--- config.mk ---
export PLATFORM = sky130hd
export DESIGN_NAME = tdc_measurement_sequencer
export DESIGN_NICKNAME = d
export VERILOG_FILES = /design/src/rtl/tdc_seq_pkg.sv /design/src/rtl/sat_counter.sv /design/src/rtl/tdc_measurement_sequencer.sv
export SDC_FILE = /design/constraint.sdc
export NUM_CORES = 1
export LEC_CHECK = 0
export ABC_AREA = 1
export BUFFER_PORTS_ARGS = -buffer_cell sky130_fd_sc_hd__buf_2
export CORE_MARGIN = 1
export CORE_UTILIZATION = 39
export DETAILED_ROUTE_END_ITERATION = 10
export GPL_ROUTABILITY_DRIVEN = 0
export MAX_ROUTING_LAYER = met4
export PLACE_DENSITY = 0.58
export SLEW_MARGIN = 15
export SYNTH_ARGS = -nofsm -noshare
export SYNTH_HDL_FRONTEND = slang
export SYNTH_SLANG_ARGS = --single-unit
--- constraint.sdc ---
create_clock -name clock -period 4.2 [get_ports clock]
set_clock_uncertainty 0.15 [all_clocks]
set_input_delay 0.63 -clock clock [delete_from_list [all_inputs] [get_ports clock]]
set_output_delay 0.63 -clock clock [all_outputs]
set_load 0.02 [all_outputs]
--- src/rtl/tdc_seq_pkg.sv ---
// Shared state encoding and default widths for the TDC measurement sequencer.
package tdc_seq_pkg;

  typedef enum logic [2:0] {
    IDLE     = 3'd0,
    REARM    = 3'd1,
    ARMED    = 3'd2,
    WAIT_ENC = 3'd3,
    OUTPUT   = 3'd4
  } state_t;

  localparam int DEF_FINE_BITS    = 8;
  localparam int DEF_COARSE_BITS  = 16;
  localparam int DEF_ENC_LATENCY  = 4;
  localparam int DEF_REARM_CYCLES = 3;

  // Down-counters run from cycles-1 to 0, so a count of N spans N cycles.
  function automatic logic [7:0] cnt_load(input int cycles);
    return 8'(cycles - 1);
  endfunction

endpackage

--- src/rtl/sat_counter.sv ---
// Saturating event counter; increments on inc, holds at all ones.
// Latency: count reflects an inc one cycle later; no backpressure.
module sat_counter #(
  parameter int WIDTH = 8
) (
  input  logic             clock,
  input  logic             reset,
  input  logic             inc,
  output logic [WIDTH-1:0] count
);

  always_ff @(posedge clock) begin
    if (reset) begin
      count <= '0;
    end else if (inc && (count != {WIDTH{1'b1}})) begin
      count <= count + 1'b1;
    end
  end

endmodule

--- src/rtl/tdc_measurement_sequencer.sv ---
// Arms one fine TDC, counts coarse cycles to the hit, samples the encoder after its
// pipeline delay; ts_valid rises hit+ENC_LATENCY+1 and holds the timestamp until ts_ready.
module tdc_measurement_sequencer
  import tdc_seq_pkg::*;
#(
  parameter int FINE_BITS    = DEF_FINE_BITS,
  parameter int COARSE_BITS  = DEF_COARSE_BITS,
  parameter int ENC_LATENCY  = DEF_ENC_LATENCY,
  parameter int REARM_CYCLES = DEF_REARM_CYCLES,
  parameter bit CONTINUOUS   = 1'b0
) (
  input  logic                   clock,
  input  logic                   reset,
  input  logic                   start,
  input  logic                   hit_flag,
  input  logic [FINE_BITS-1:0]   value_fine,
  output logic                   tdc_reset,
  output logic                   busy,
  output logic                   ts_valid,
  input  logic                   ts_ready,
  output logic [COARSE_BITS-1:0] ts_coarse,
  output logic [FINE_BITS-1:0]   ts_fine,
  output logic                   ts_timeout,
  output logic [7:0]             dropped_hits
);

  localparam logic [7:0]             REARM_LOAD = cnt_load(REARM_CYCLES);
  localparam logic [7:0]             LAT_LOAD   = cnt_load(ENC_LATENCY);
  localparam logic [COARSE_BITS-1:0] COARSE_MAX = '1;

  state_t                   state;
  state_t                   state_nxt;
  logic [7:0]               rearm_cnt;
  logic [7:0]               lat_cnt;
  logic [COARSE_BITS-1:0]   coarse;
  logic                     rearm_done;
  logic                     lat_done;
  logic                     at_max;
  logic                     accept;

  assign rearm_done = (rearm_cnt == 8'd0);
  assign lat_done   = (lat_cnt == 8'd0);
  assign at_max     = (coarse == COARSE_MAX);
  assign accept     = ts_valid && ts_ready;

  always_ff @(posedge clock) begin
    if (reset) begin
      state <= IDLE;
    end else begin
      state <= state_nxt;
    end
  end

  always_comb begin
    state_nxt = state;
    case (state)
      IDLE:     if (start) state_nxt = REARM;
      REARM:    if (rearm_done) state_nxt = ARMED;
      // A hit on the terminal-count cycle is a real measurement, not a timeout.
      ARMED: begin
        if (hit_flag)    state_nxt = WAIT_ENC;
        else if (at_max) state_nxt = OUTPUT;
      end
      WAIT_ENC: if (lat_done) state_nxt = OUTPUT;
      OUTPUT:   if (accept) state_nxt = CONTINUOUS ? REARM : IDLE;
      default:  state_nxt = IDLE;
    endcase
  end

  always_comb begin
    tdc_reset = reset || (state == REARM);
    busy      = (state != IDLE);
    ts_valid  = (state == OUTPUT);
  end

  always_ff @(posedge clock) begin
    if (reset) begin
      rearm_cnt  <= 8'd0;
      lat_cnt    <= 8'd0;
      coarse     <= '0;
      ts_coarse  <= '0;
      ts_fine    <= '0;
      ts_timeout <= 1'b0;
    end else begin
      case (state)
        IDLE: begin
          if (start) rearm_cnt <= REARM_LOAD;
        end
        REARM: begin
          rearm_cnt <= rearm_cnt - 8'd1;
          coarse    <= '0;
        end
        ARMED: begin
          // Stop at terminal count; the window closes through the timeout path.
          if (!at_max) coarse <= coarse + 1'b1;
          if (hit_flag) begin
            ts_coarse  <= coarse;
            lat_cnt    <= LAT_LOAD;
            ts_timeout <= 1'b0;
          end else if (at_max) begin
            ts_coarse  <= COARSE_MAX;
            ts_fine    <= '0;
            ts_timeout <= 1'b1;
          end
        end
        WAIT_ENC: begin
          lat_cnt <= lat_cnt - 8'd1;
          if (lat_done) ts_fine <= value_fine;
        end
        OUTPUT: begin
          if (accept && CONTINUOUS) rearm_cnt <= REARM_LOAD;
        end
        default: begin
          rearm_cnt <= 8'd0;
        end
      endcase
    end
  end

  sat_counter #(
    .WIDTH (8)
  ) u_dropped (
    .clock (clock),
    .reset (reset),
    .inc   (hit_flag && (state != ARMED)),
    .count (dropped_hits)
  );

endmodule

; ---- Yosys cells after proc, flatten, opt, wreduce, memory -nomap -nowiden
; Cells that the tools add are included.
[totals]
register_bits = 68
in_bits = 13
output_inout_bits = 36
[classes]
addsub = 4
n_eq_ne = 16
mux = 21
bitwise = 1
n_reduce_logical = 18
[ops]
columns = op, count
row1 = 2-to-1 mux 16 bit, 3
row2 = 2-to-1 mux 8 bit, 5
row3 = case mux 16 bit (2 select lines), 1
row4 = case mux 8 bit (2 select lines), 2
row5 = case mux 8 bit (3 select lines), 1
row6 = 2-to-1 mux 3 bit, 6
row7 = "adder 16 x 1 -> 16 bit, second input constant", 1
row8 = "== test 16 bit, second input constant", 1
row9 = zero test 8 bit, 2
row10 = "subtractor 8 x 1 -> 8 bit, second input constant", 2
row11 = case mux 3 bit (5 select lines), 1
row12 = "!= test 2 bit, second input constant", 7
row13 = "adder 8 x 1 -> 8 bit, second input constant", 1
row14 = "!= test 8 bit, second input constant", 1
row15 = AND reduction 2 bit, 4
row16 = "== test 3 x 2 -> 1 bit, second input constant", 2
row17 = nonzero test 2 bit, 3
row18 = AND reduction 5 bit, 1
row19 = AND reduction 4 bit, 1
row20 = "== test 3 x 1 -> 1 bit, second input constant", 1
row21 = "== test 3 bit, second input constant", 1
row22 = logical AND 1 bit, 3
row23 = zero test 3 bit, 1
row24 = "!= test 3 x 2 -> 1 bit, second input constant", 1
row25 = other kinds (7), 8

; ---- Depth between registers and ports, before layout
; Gate-level depths: netlist of run 1.
[logic_depth]
word_depth = 4
ltp_mapped = 11
ltp_nobuf = 10

; ---- By module
; From an unflattened synthesis of run 1, not the netlist that was laid out.
[unflattened]
hier_cells = 521
area_unflattened_um2 = 3616.0
[modules_own_cells]
columns = mod, instances, cells_each, area_each_um2, seq_area_each_um2
row1 = tdc_measurement_sequencer, 1, 444, 3131.8, 1201.2
row2 = sat_counter, 1, 77, 484.2, 160.2

; ---- Worst setup path before layout of run 1
; No wires, ideal clock.
[synth_timing]
kind = reg-to-output
start = reg state[1]
end = out tdc_reset
arrival_ns = 1.044
setup_slack_ns = 2.376
stages_incl_launch_ff = 6
n_path_buf = 0
path_cell_list = dfxtp_1 nor2_1 inv_2 nor2_4 nor2_1 inv_1
[synth_between]
elab_chain_len = 2
[synth_lines]
columns = item, line_no
row1 = "start, declared", tdc_measurement_sequencer.sv:31  ; state_t state;
row2 = "start signal, assigned", tdc_measurement_sequencer.sv:50  ; state <= state_nxt;
row3 = == test 3 x 1 -> 1 bit, tdc_measurement_sequencer.sv:71  ; tdc_reset = reset || (state == REARM);
row4 = logical OR 1 bit, tdc_measurement_sequencer.sv:71
row5 = "end, declared", tdc_measurement_sequencer.sv:17  ; output logic tdc_reset,
; No other way between the ends.

; ---- Worst setup path in the final report of run 1
; Same ends and word-level chain as after synthesis.

==> results of run 1 <==
[logic make-up after synthesis]
group | Yosys count | share of synthesized area [%]
AOI/OAI and AO/OA | 85 | 14.2
xor gates and xnor gates | 5 | 1.27
buffers and inverters | 83 | 10.0
adders and majority gates | 5 | 1.81
DFF | 68 | 39.4
and+or+nand+nor | 253 | 33.2
[worst max-delay path: stages (launching register included)]
cell and delay, ns:
dfxtp_1 0.37, nor2_1 0.22, inv_2 0.08, nor2_4 0.23
nor2_1 0.16, inv_1 0.14, buf_2 0.17
[state kept, by name, indices dropped and copies added, names as in the netlist]
register and count:
state 3, rearm_cnt 8, u_dropped.count 8, ts_coarse 16
ts_timeout 1, lat_cnt 8, ts_fine 8, coarse 16
[stage by stage]
step	setup slack (ns)	hold slack (ns)	std cells	util, %
after detailed placement	1.84	0.311	638	44.6
after floorplan	2.38	0.288	499	-
after global placement	1.89	0.300	638	44.6
after global routing	1.52	0.342	654	47.3
after CTS	1.66	0.323	654	47.3
final	1.69	0.325	654	47.3
[cell usage after synthesis (all sizes together)]
library cell / count / share of area (%)
nor3b: 4 / 0.87
o211ai: 16 / 3.5
a21oi: 43 / 6.2
nand3b: 1 / 0.22
a211oi: 3 / 0.65
and2: 2 / 0.36
nor3: 7 / 1.0
dfxtp: 68 / 39
xnor2: 3 / 0.76
ha: 5 / 1.8
or2: 6 / 1.1
o21ai: 21 / 3.4
clkbuf: 6 / 0.65
nand4: 9 / 1.6
xor2: 2 / 0.51
clkinv: 1 / 0.14
nor2: 71 / 9.1
nand2: 118 / 13
buf: 9 / 2.0
o21a: 1 / 0.22
inv: 67 / 7.3
a221oi: 1 / 0.25
nand3: 35 / 5.7
[cell usage in the layout, fill, tap and decap left out, drive strengths merged]
master    instances
xor2              2
nor3b             4
nor3              7
and2              2
ha                5
o21a              1
xnor2             3
clkinv            2
dfxtp            68
bufinv            2
nand3b            1
o211ai           16
clkinvlp          3
or2               6
buf              49
nand4             9
o21ai            21
a21oi            43
a221oi            1
nand2           118
clkbuf           10
inv              67
a211oi            3
nand3            35
nor2             71
[routing by layer]
layer	vias to the layer above	routed length [um]	GRT usage, %
met2	59	3460	28.8
met3	10	367	4.82
met1	1468	4050	24.0
met4	0	105	7.46
met5	-	0	-
li1	1699	-	-
[final cells by class]
cell class                      count  area, sq um  share of cell area (%)
Timing Repair Buffer               49          248                    6.25
Inverter                           68          256                    6.47
Clock buffer                       10          138                    3.47
Tap cell                          105          131                    3.31
Clock inverter                      6         87.6                    2.21
Multi-Input combinational cell    348         1740                    44.0
Sequential cell                    68         1360                    34.3
[worst min path at each step]
stage / start / endpoint / slack (ns)
finish: rearm_cnt[0]$_SDFFE_PP0P_ / rearm_cnt[0]$_SDFFE_PP0P_ / 0.33
global route: lat_cnt[7]$_SDFFE_PP0P_ / lat_cnt[7]$_SDFFE_PP0P_ / 0.34
CTS: lat_cnt[7]$_SDFFE_PP0P_ / lat_cnt[7]$_SDFFE_PP0P_ / 0.32
detailed placement: rearm_cnt[0]$_SDFFE_PP0P_ / rearm_cnt[0]$_SDFFE_PP0P_ / 0.31
global placement: lat_cnt[7]$_SDFFE_PP0P_ / lat_cnt[7]$_SDFFE_PP0P_ / 0.30
floorplan: lat_cnt[7]$_SDFFE_PP0P_ / lat_cnt[7]$_SDFFE_PP0P_ / 0.29
[power by group through the flow]
stage	Sequential, mW	Clock (mW)	Combinational, mW
floorplan	0.909	0	0.603
global placement	0.860	0	0.823
detailed placement	0.863	0	0.829
CTS	0.849	0.631	0.836
global route	0.867	0.654	0.940
finish	0.849	0.610	0.829
==> key figures, run 1 <==
Drt
  • Routed vias: 3236
  • Drt wl/cell: roughly 12 um
  • Remaining antenna violation count after routing: 0
  • Post-route DRC: 0
  • Initial drt markers: about 150
  • Via count normalized by instance count: just under 5
  • Final WL: 7980 um
  • Drt first pass iters: 4

Layout
  • Share of cells above drive strength 1: about 17%
  • Nets: 562
  • N_diodes: 0
  • Final Cell Area: 3970 sq um
  • Fill cell count: slightly below 900
  • Area Overhead vs Synth: 14.9%

Yosys
  • Synth warn: 0
  • Post-Syn Nets: around 520
  • Syn avg cell area: about 6.9 sq um
  • Sequential fraction of the synthesis area: 39.4%
  • Distinct cells, synth: 34
  • Post-Synthesis Cell Area: ~3500 sq um
  • Post-synthesis instance total: about 500
  • Number of synthesized register bits: between 60 and 70

STA
  • Setup TNS: 0 ns
  • Achievable Freq: between 0.3 and 0.4 GHz
  • Slew @ Worst Pin: between 0.6 and 0.7 ns
  • Slew HR: 57.6%
  • Final worst path period share: between 50% and 60%
  • Slew Viols, Final: 0
  • Hold Fails Final Rpt: 0
  • Unrepaired setup endpoints after global routing: false
  • Min cycle time layout: around 2.5 ns
  • Endpoints failing setup: 0

Floorplanning
  • Num ports: ~50
  • Core area: 8380 sq um
  • Die width: between 90 and 100 um
  • DIE AREA: slightly above 9000 sq um
  • Chip height: between 90 and 100 um
  • Cell Rows: 33
  • Starting density of the core: 41.2%

Setup path
  • Startpoint class of the critical path: flip-flop
  • Reg2reg start: coarse[1]$_SDFFE_PP0P_
  • Critical path type: flip-flop to primary output
  • Worst Setup EP: tdc_reset
  • Critical path arrival: ~1.7 ns
  • Req. time, crit path: roughly 3.4 ns
  • Reg2reg end: coarse[8]$_SDFFE_PP0P_
  • CP Capture Type: primary output
  • R2R Setup Slk: 2.06 ns
  • Max FO, Critical Path: 7
  • Critical path launch point: state[1]$_SDFFE_PP0P_
  • R2R depth: 10

Clock tree
  • H-tree levels: 3
  • CTS Buf Count: 9
  • CTS sink cnt: 68
  • Cts repair resizes: 0
  • Clk root buf: clkbuf_8
  • CTS tree: built
  • Post-cts hold buffer count: 0
  • Setup Fix Bufs, Post-CTS: 0
  • Clk buf depth: 2
  • Clock latency on the worst-skew pair: between 0.3 and 0.4 ns
  • Clk pin slew, worst setup/hold paths: 0.08 ns

Job
  • MaxCap Viol Count: 0

Min path
  • Worst Hold Class: flip-flop to flip-flop
  • Hold depth: 2

Power and ir drop
  • Switching share of power: between 30% and 40%
  • Leakage: around 1.8 nW
  • Internal: approximately 1.4 mW
  • Pwr per Cell Area: ~580 nW/um^2
  • P_sw: 900 uW
  • Maximum vdd drop: between 0.2 and 0.25 mV
  • Seq pwr share: ~37%
  • Total power: around 2.3 mW
  • Part of the power in combinational logic: between 30% and 40%
  • Clock share of power: a little over a quarter

Placement
  • DP Area: 3740 sq um
  • DPL Wire Length: about 5600 um
  • Port Buf Inserts: 48

Global route
  • Largest net degree at the start of global routing: 39
  • Vias in the first global route: approximately 2900
  • Total gr overflow: 0
  • First-pass GRT wire length: between 10000 and 15000 um
  • Initial antenna violation count: 0
  • GRT Total Usage: a little under a fifth

Status
  • Status: finished, final reports clean
(Power assumes the default switching activity.)
==> run 2: changes to the inputs <==
Settings changed: PLACE_DENSITY 0.58 to 0.6.
Clock period 4.2 ns to 2.28 ns, I/O delays scaled along.
==> run 2 against run 1 <==
- register-to-register slack worse by 1.8 ns
- clock-buffer cell count up 3
- worst setup slack worse by 1.5 ns
- first-iteration DRC count down 21%
- critical path depth unchanged
- cell count up 1.1%
- sequential cell count unchanged
- total power up 75%
- core utilization up 0.22 points
- via count about the same
- sequential power up 84%
- non-clock buffer count up 8
- critical path type unchanged
- largest cell class unchanged
==> key figures, run 2 (synthesis results as in run 1) <==
Status
  • Status: finished, final reports clean (unchanged)

Layout
  • Share of cells above drive strength 1: 18.0% (was 17.1%)
  • Most frequent cells in the layout: 113 x nand2_1, 68 x dfxtp_1, 63 x inv_1, 63 x nor2_1, 48 x buf_2 (was 113 x nand2_1, 68 x dfxtp_1, 64 x nor2_1)
  • Largest registers: coarse: 16 flops, ts_coarse: 16 flops (unchanged)
  • Final core occ: 47.5% (was 47.3%)
  • Nets: 570 (was 562)
  • N_diodes: 0 (unchanged)
  • Final Cell Area: 3980 sq um (was 3970 sq um)
  • Area Overhead vs Synth: 15.4% (was 14.9%)
  • Fin cells: 661 (was 654)
  • Most common cell after layout, fill and taps aside: nand2_1 (unchanged)
  • Fill cell count: 847 (was 874)

STA
  • Slew HR: 63.8% (was 57.6%)
  • Achievable Freq: roughly 0.48 GHz
  • Final worst path period share: between 90% and 100%
  • Min cycle time layout: slightly above 2 ns
  • Slew @ Worst Pin: 0.538 ns (was 0.630 ns)
  • Slew Viols, Final: 0 (unchanged)
  • Hold WS: 0.0989 ns (was 0.325 ns)
  • Hold Fails Final Rpt: 0 (unchanged)
  • Unrepaired setup endpoints after global routing: false (unchanged)
  • Endpoints failing setup: 0 (unchanged)
  • Setup TNS: 0 ns (unchanged)
  • Setup ws final: 0.208 ns (was 1.69 ns)

Floorplanning
  • Die width: 96.1 um (unchanged)
  • Num ports: 49 (unchanged)
  • DIE AREA: 9230 sq um (unchanged)
  • Core area: 8380 sq um (unchanged)
  • Cell Rows: 33 (unchanged)
  • Chip height: 96.1 um (unchanged)
  • Starting density of the core: 41.2% (unchanged)

Setup path
  • CP Capture Type: primary output (unchanged)
  • Startpoint class of the critical path: flip-flop (unchanged)
  • R2R depth: 10 (unchanged)
  • Req. time, crit path: 1.79 ns (was 3.42 ns)
  • Max FO, Critical Path: 7 (unchanged)
  • Critical path arrival: 1.58 ns (was 1.73 ns)
  • Critical path type: flip-flop to primary output (unchanged)

Drt
  • Drt first pass iters: 5 (was 4)
  • Post-route DRC: 0 (unchanged)
  • Initial drt markers: 115 (was 145)
  • Routed vias: 3235 (was 3236)
  • Via count normalized by instance count: 4.89 (was 4.95)
  • Remaining antenna violation count after routing: 0 (unchanged)
  • Final WL: 7990 um (was 7980 um)
  • Drt wl/cell: 12.1 um (was 12.2 um)

Clock tree
  • CTS Buf Count: 9 (unchanged)
  • Clk pin slew, worst setup/hold paths: 0.07 ns (was 0.08 ns)
  • CTS sink cnt: 68 (unchanged)
  • H-tree levels: 3 (unchanged)
  • Setup Fix Bufs, Post-CTS: 0 (unchanged)
  • Clk root buf: clkbuf_8 (unchanged)
  • CTS tree: built (unchanged)
  • Clk buf depth: 2 (unchanged)
  • Clock latency on the worst-skew pair: 0.34 ns (was 0.35 ns)

Global route
  • First-pass GRT wire length: 13300 um (was 13200 um)
  • Initial antenna violation count: 0 (unchanged)
  • GRT Total Usage: 19.1% (was 19.0%)
  • Largest net degree at the start of global routing: 36 (was 39)
  • Total gr overflow: 0 (unchanged)
  • Vias in the first global route: 2911 (was 2895)

Power and ir drop
  • Pwr per Cell Area: 1010 nW/um^2 (was 577 nW/um^2)
  • Total power: 4.01 mW (was 2.29 mW)
  • Maximum vdd drop: 0.386 mV (was 0.222 mV)
  • Leakage: 1.80 nW (was 1.77 nW)

Min path
  • Worst Hold Class: input port to flip-flop (was flip-flop to flip-flop)
  • Hold depth: 2 (unchanged)

Placement
  • Port Buf Inserts: 48 (unchanged)
  • DP Area: 3810 sq um (was 3740 sq um)
  • DPL Wire Length: 5650 um (was 5600 um)
  • Dpl ws: 0.264 ns (was 1.84 ns)
  • Placed cell count: 646 (was 638)

Job
  • MaxCap Viol Count: 0 (unchanged)
-- run 2: cell types whose count changed in the layout (fill, tap and decap cells not counted), sizes merged --
cell | before | now
clkinv | 2 | 3
clkbuf | 10 | 13
clkinvlp | 3 | 0
bufinv | 2 | 0
buf | 49 | 57
-- run 2: worst max-delay path: stages (launching register included) --
cell,delay [ns]
dfxtp_1,0.38
nor2_2,0.17
inv_2,0.07
nor2_4,0.20
nor2_1,0.11
inv_1,0.12
buf_2,0.19
-- run 2: worst paths after layout --
check / from / endpoint / slack, ns
worst min register to register: rearm_cnt[0]$_SDFFE_PP0P_ / rearm_cnt[0]$_SDFFE_PP0P_ / 0.32
worst min-delay path: reset / rearm_cnt[7]$_SDFFE_PP0P_ / 0.1
worst max register to register: coarse[1]$_SDFFE_PP0P_ / coarse[8]$_SDFFE_PP0P_ / 0.25
worst max-delay path: state[1]$_SDFFE_PP0P_ / tdc_reset / 0.21
-- run 2: what timing repair did --
item / 4_1_cts / 5_1_grt
gates resized for setup: 0 / 1
endpoints found under the setup margin: 0 / 1
hold buffers: 0 / 0
-- run 2: where the power goes --
part           total [mW]  leakage, nW  switching, mW  internal, mW
Clock               0.884       0.0893          0.438         0.446
Combinational        1.56         1.16           1.02         0.539
Sequential           1.56        0.552          0.155          1.41
Total                4.01         1.80           1.62          2.39
-- run 2: routing by layer --
layer  vias to the layer above  share of wire [%]  wire length, um  GRT usage [%]
met3                        12                5.0              401           3.32
met4                         0                1.7              138           9.33
met1                      1429                 49             3950           24.1
li1                       1712                  -                -              -
met2                        82                 44             3510           29.5
met5                         -                  0                0              -
-- run 2: final cells by class --
| cell class | count | area, sq um | area share, % |
|---|---|---|---|
| sequential | 68 | 1360 | 34.2 |
| clock inverter | 2 | 10.0 | 0.251 |
| multi-input combinational | 348 | 1750 | 43.8 |
| inverter | 68 | 256 | 6.44 |
| tap | 105 | 131 | 3.30 |
| timing repair buffer | 57 | 320 | 8.04 |
| clock buffer | 13 | 159 | 3.99 |
==> run 3: changes to the inputs <==
Settings changed: RECOVER_POWER from default to 100.
==> run 3 against run 2 <==
- via count about the same
- critical path depth is the same
- fmax shrank 2.2%
- non-clock buffer count stayed put
- sequential cell count stayed put
- clock power increased by 0.7%
- largest power group unchanged
==> key figures, run 3 (synthesis results as in run 1) <==
Power and ir drop
  • Part of the power in combinational logic: 38.0% (was 39.0%)
  • Seq pwr share: 39.5% (was 39.0%)
  • Pwr per Cell Area: 1010 nW/um^2 (about the same)
  • P_sw: 1.61 mW (was 1.62 mW)
  • Switching share of power: 40.7% (was 40.3%)
  • Total power: 3.96 mW (was 4.01 mW)
  • Maximum vdd drop: 0.383 mV (was 0.386 mV)
  • Internal: 2.35 mW (was 2.39 mW)
  • Clock share of power: 22.5% (was 22.1%)
  • Leakage: 1.64 nW (was 1.80 nW)

Drt
  • Remaining antenna violation count after routing: 0 (unchanged)
  • Via count normalized by instance count: 4.89 (about the same)
  • Post-route DRC: 0 (unchanged)
  • Drt first pass iters: 4 (was 5)
  • Initial drt markers: 124 (was 115)
  • Drt wl/cell: 12.2 um (was 12.1 um)
  • Final WL: 8040 um (was 7990 um)
  • Routed vias: 3234 (was 3235)

Setup path
  • Startpoint class of the critical path: flip-flop (unchanged)
  • CP Capture Type: primary output (unchanged)
  • R2R depth: 10 (unchanged)
  • Critical path type: flip-flop to primary output (unchanged)
  • Max FO, Critical Path: 7 (unchanged)
  • Req. time, crit path: 1.79 ns (about the same)
  • Critical path arrival: 1.63 ns (was 1.58 ns)

Clock tree
  • CTS tree: built (unchanged)
  • Clk root buf: clkbuf_8 (unchanged)
  • H-tree levels: 3 (unchanged)
  • Clk pin slew, worst setup/hold paths: 0.07 ns (about the same)
  • Setup Fix Bufs, Post-CTS: 0 (unchanged)
  • Clock latency on the worst-skew pair: 0.34 ns (about the same)
  • CTS sink cnt: 68 (unchanged)
  • Clk buf depth: 2 (unchanged)
  • CTS Buf Count: 9 (unchanged)

Layout
  • N_diodes: 0 (unchanged)
  • Fin cells: 661 (unchanged)
  • Most frequent cells in the layout: 114 x nand2_1, 68 x dfxtp_1, 65 x nor2_1 (was 113 x nand2_1, 68 x dfxtp_1, 63 x inv_1, 63 x nor2_1, 48 x buf_2)
  • Fill cell count: 865 (was 847)
  • Largest registers: coarse: 16 flops, ts_coarse: 16 flops (unchanged)
  • Most common cell after layout, fill and taps aside: nand2_1 (unchanged)
  • Nets: 570 (unchanged)
  • Share of cells above drive strength 1: 10.6% (was 18.0%)
  • Area Overhead vs Synth: 13.3% (was 15.4%)

Placement
  • Placed cell count: 646 (unchanged)
  • DPL Wire Length: 5650 um (unchanged)
  • Port Buf Inserts: 48 (unchanged)

Floorplanning
  • Num ports: 49 (unchanged)
  • Die width: 96.1 um (unchanged)
  • Core area: 8380 sq um (unchanged)
  • Starting density of the core: 41.2% (unchanged)
  • Cell Rows: 33 (unchanged)
  • Chip height: 96.1 um (unchanged)
  • DIE AREA: 9230 sq um (unchanged)

STA
  • Slew HR: 64.1% (was 63.8%)
  • Hold Fails Final Rpt: 0 (unchanged)
  • Min cycle time layout: 2.12 ns (was 2.07 ns)
  • Final worst path period share: 92.9% (was 90.9%)
  • Endpoints failing setup: 0 (unchanged)
  • Achievable Freq: 0.472 GHz (was 0.483 GHz)
  • Setup TNS: 0 ns (unchanged)
  • Slew @ Worst Pin: 0.535 ns (was 0.538 ns)
  • Unrepaired setup endpoints after global routing: false (unchanged)
  • Slew Viols, Final: 0 (unchanged)

Status
  • Status: finished, final reports clean (unchanged)

Min path
  • Hold depth: 2 (unchanged)
  • Worst Hold Class: input port to flip-flop (unchanged)

Job
  • MaxCap Viol Count: 0 (unchanged)

Global route
  • Vias in the first global route: 2911 (unchanged)
  • Largest net degree at the start of global routing: 36 (unchanged)
  • First-pass GRT wire length: 13300 um (unchanged)
  • Total gr overflow: 0 (unchanged)
  • GRT Total Usage: 19.1% (unchanged)
  • Initial antenna violation count: 0 (unchanged)
## run 3: per-stage QoR
step	util, %	hold WS (ns)	cell area [sq um]	setup WS, ns
6_report	46.7	0.0958	3910	0.162
5_1_grt	46.7	0.119	3910	0.0183
4_1_cts	47.5	0.0955	3980	0.126
3_5_place_dp	45.5	0.306	3810	0.264
3_3_place_gp	45.5	0.297	3810	0.375
2_1_floorplan	-	0.288	3450	0.475
## run 3: path summary, 6_finish.rpt
check	start	end	slack [ns]
max	state[1]$_SDFFE_PP0P_	tdc_reset	0.16
min	reset	rearm_cnt[7]$_SDFFE_PP0P_	0.1
max reg2reg	coarse[1]$_SDFFE_PP0P_	coarse[15]$_SDFFE_PP0P_	0.19
min reg2reg	rearm_cnt[0]$_SDFFE_PP0P_	rearm_cnt[0]$_SDFFE_PP0P_	0.32
## run 3: final cells by class
| class | count | area (sq um) | area share [%] |
|---|---|---|---|
| well taps | 105 | 131 | 3.36 |
| clock buffers | 13 | 159 | 4.06 |
| clock inverters | 2 | 10.0 | 0.256 |
| flip-flops and latches | 68 | 1360 | 34.8 |
| repair buffers | 57 | 269 | 6.88 |
| multi-input cells | 348 | 1720 | 44.1 |
| inverters | 68 | 256 | 6.56 |
## run 3: worst max-delay path, stage by stage, from the launching register on
cell	delay (ns)
dfxtp_1	0.38
nor2_1	0.23
inv_2	0.08
nor2_4	0.19
nor2_1	0.10
inv_1	0.11
buf_2	0.18
## run 3: power by group through the flow
stage / Combinational [mW] / Clock [mW] / Sequential, mW
global route: 1.72 / 0.960 / 1.60
detailed placement: 1.57 / 0 / 1.58
floorplan: 1.11 / 0 / 1.67
finish: 1.50 / 0.890 / 1.56
global placement: 1.54 / 0 / 1.58
CTS: 1.58 / 0.918 / 1.56
## run 3: what timing repair did
item	4_1_cts	5_1_grt
setup endpoints to repair	0	1
hold buffers	0	0
gates resized for setup	0	1
## run 3: metal layers
metal | vias up | routed length (um) | GRT usage [%]
met5 | - | 0 | -
met2 | 66 | 3480 | 29.5
met1 | 1440 | 4090 | 24.1
met3 | 16 | 294 | 3.32
met4 | 0 | 180 | 9.33
li1 | 1712 | - | -
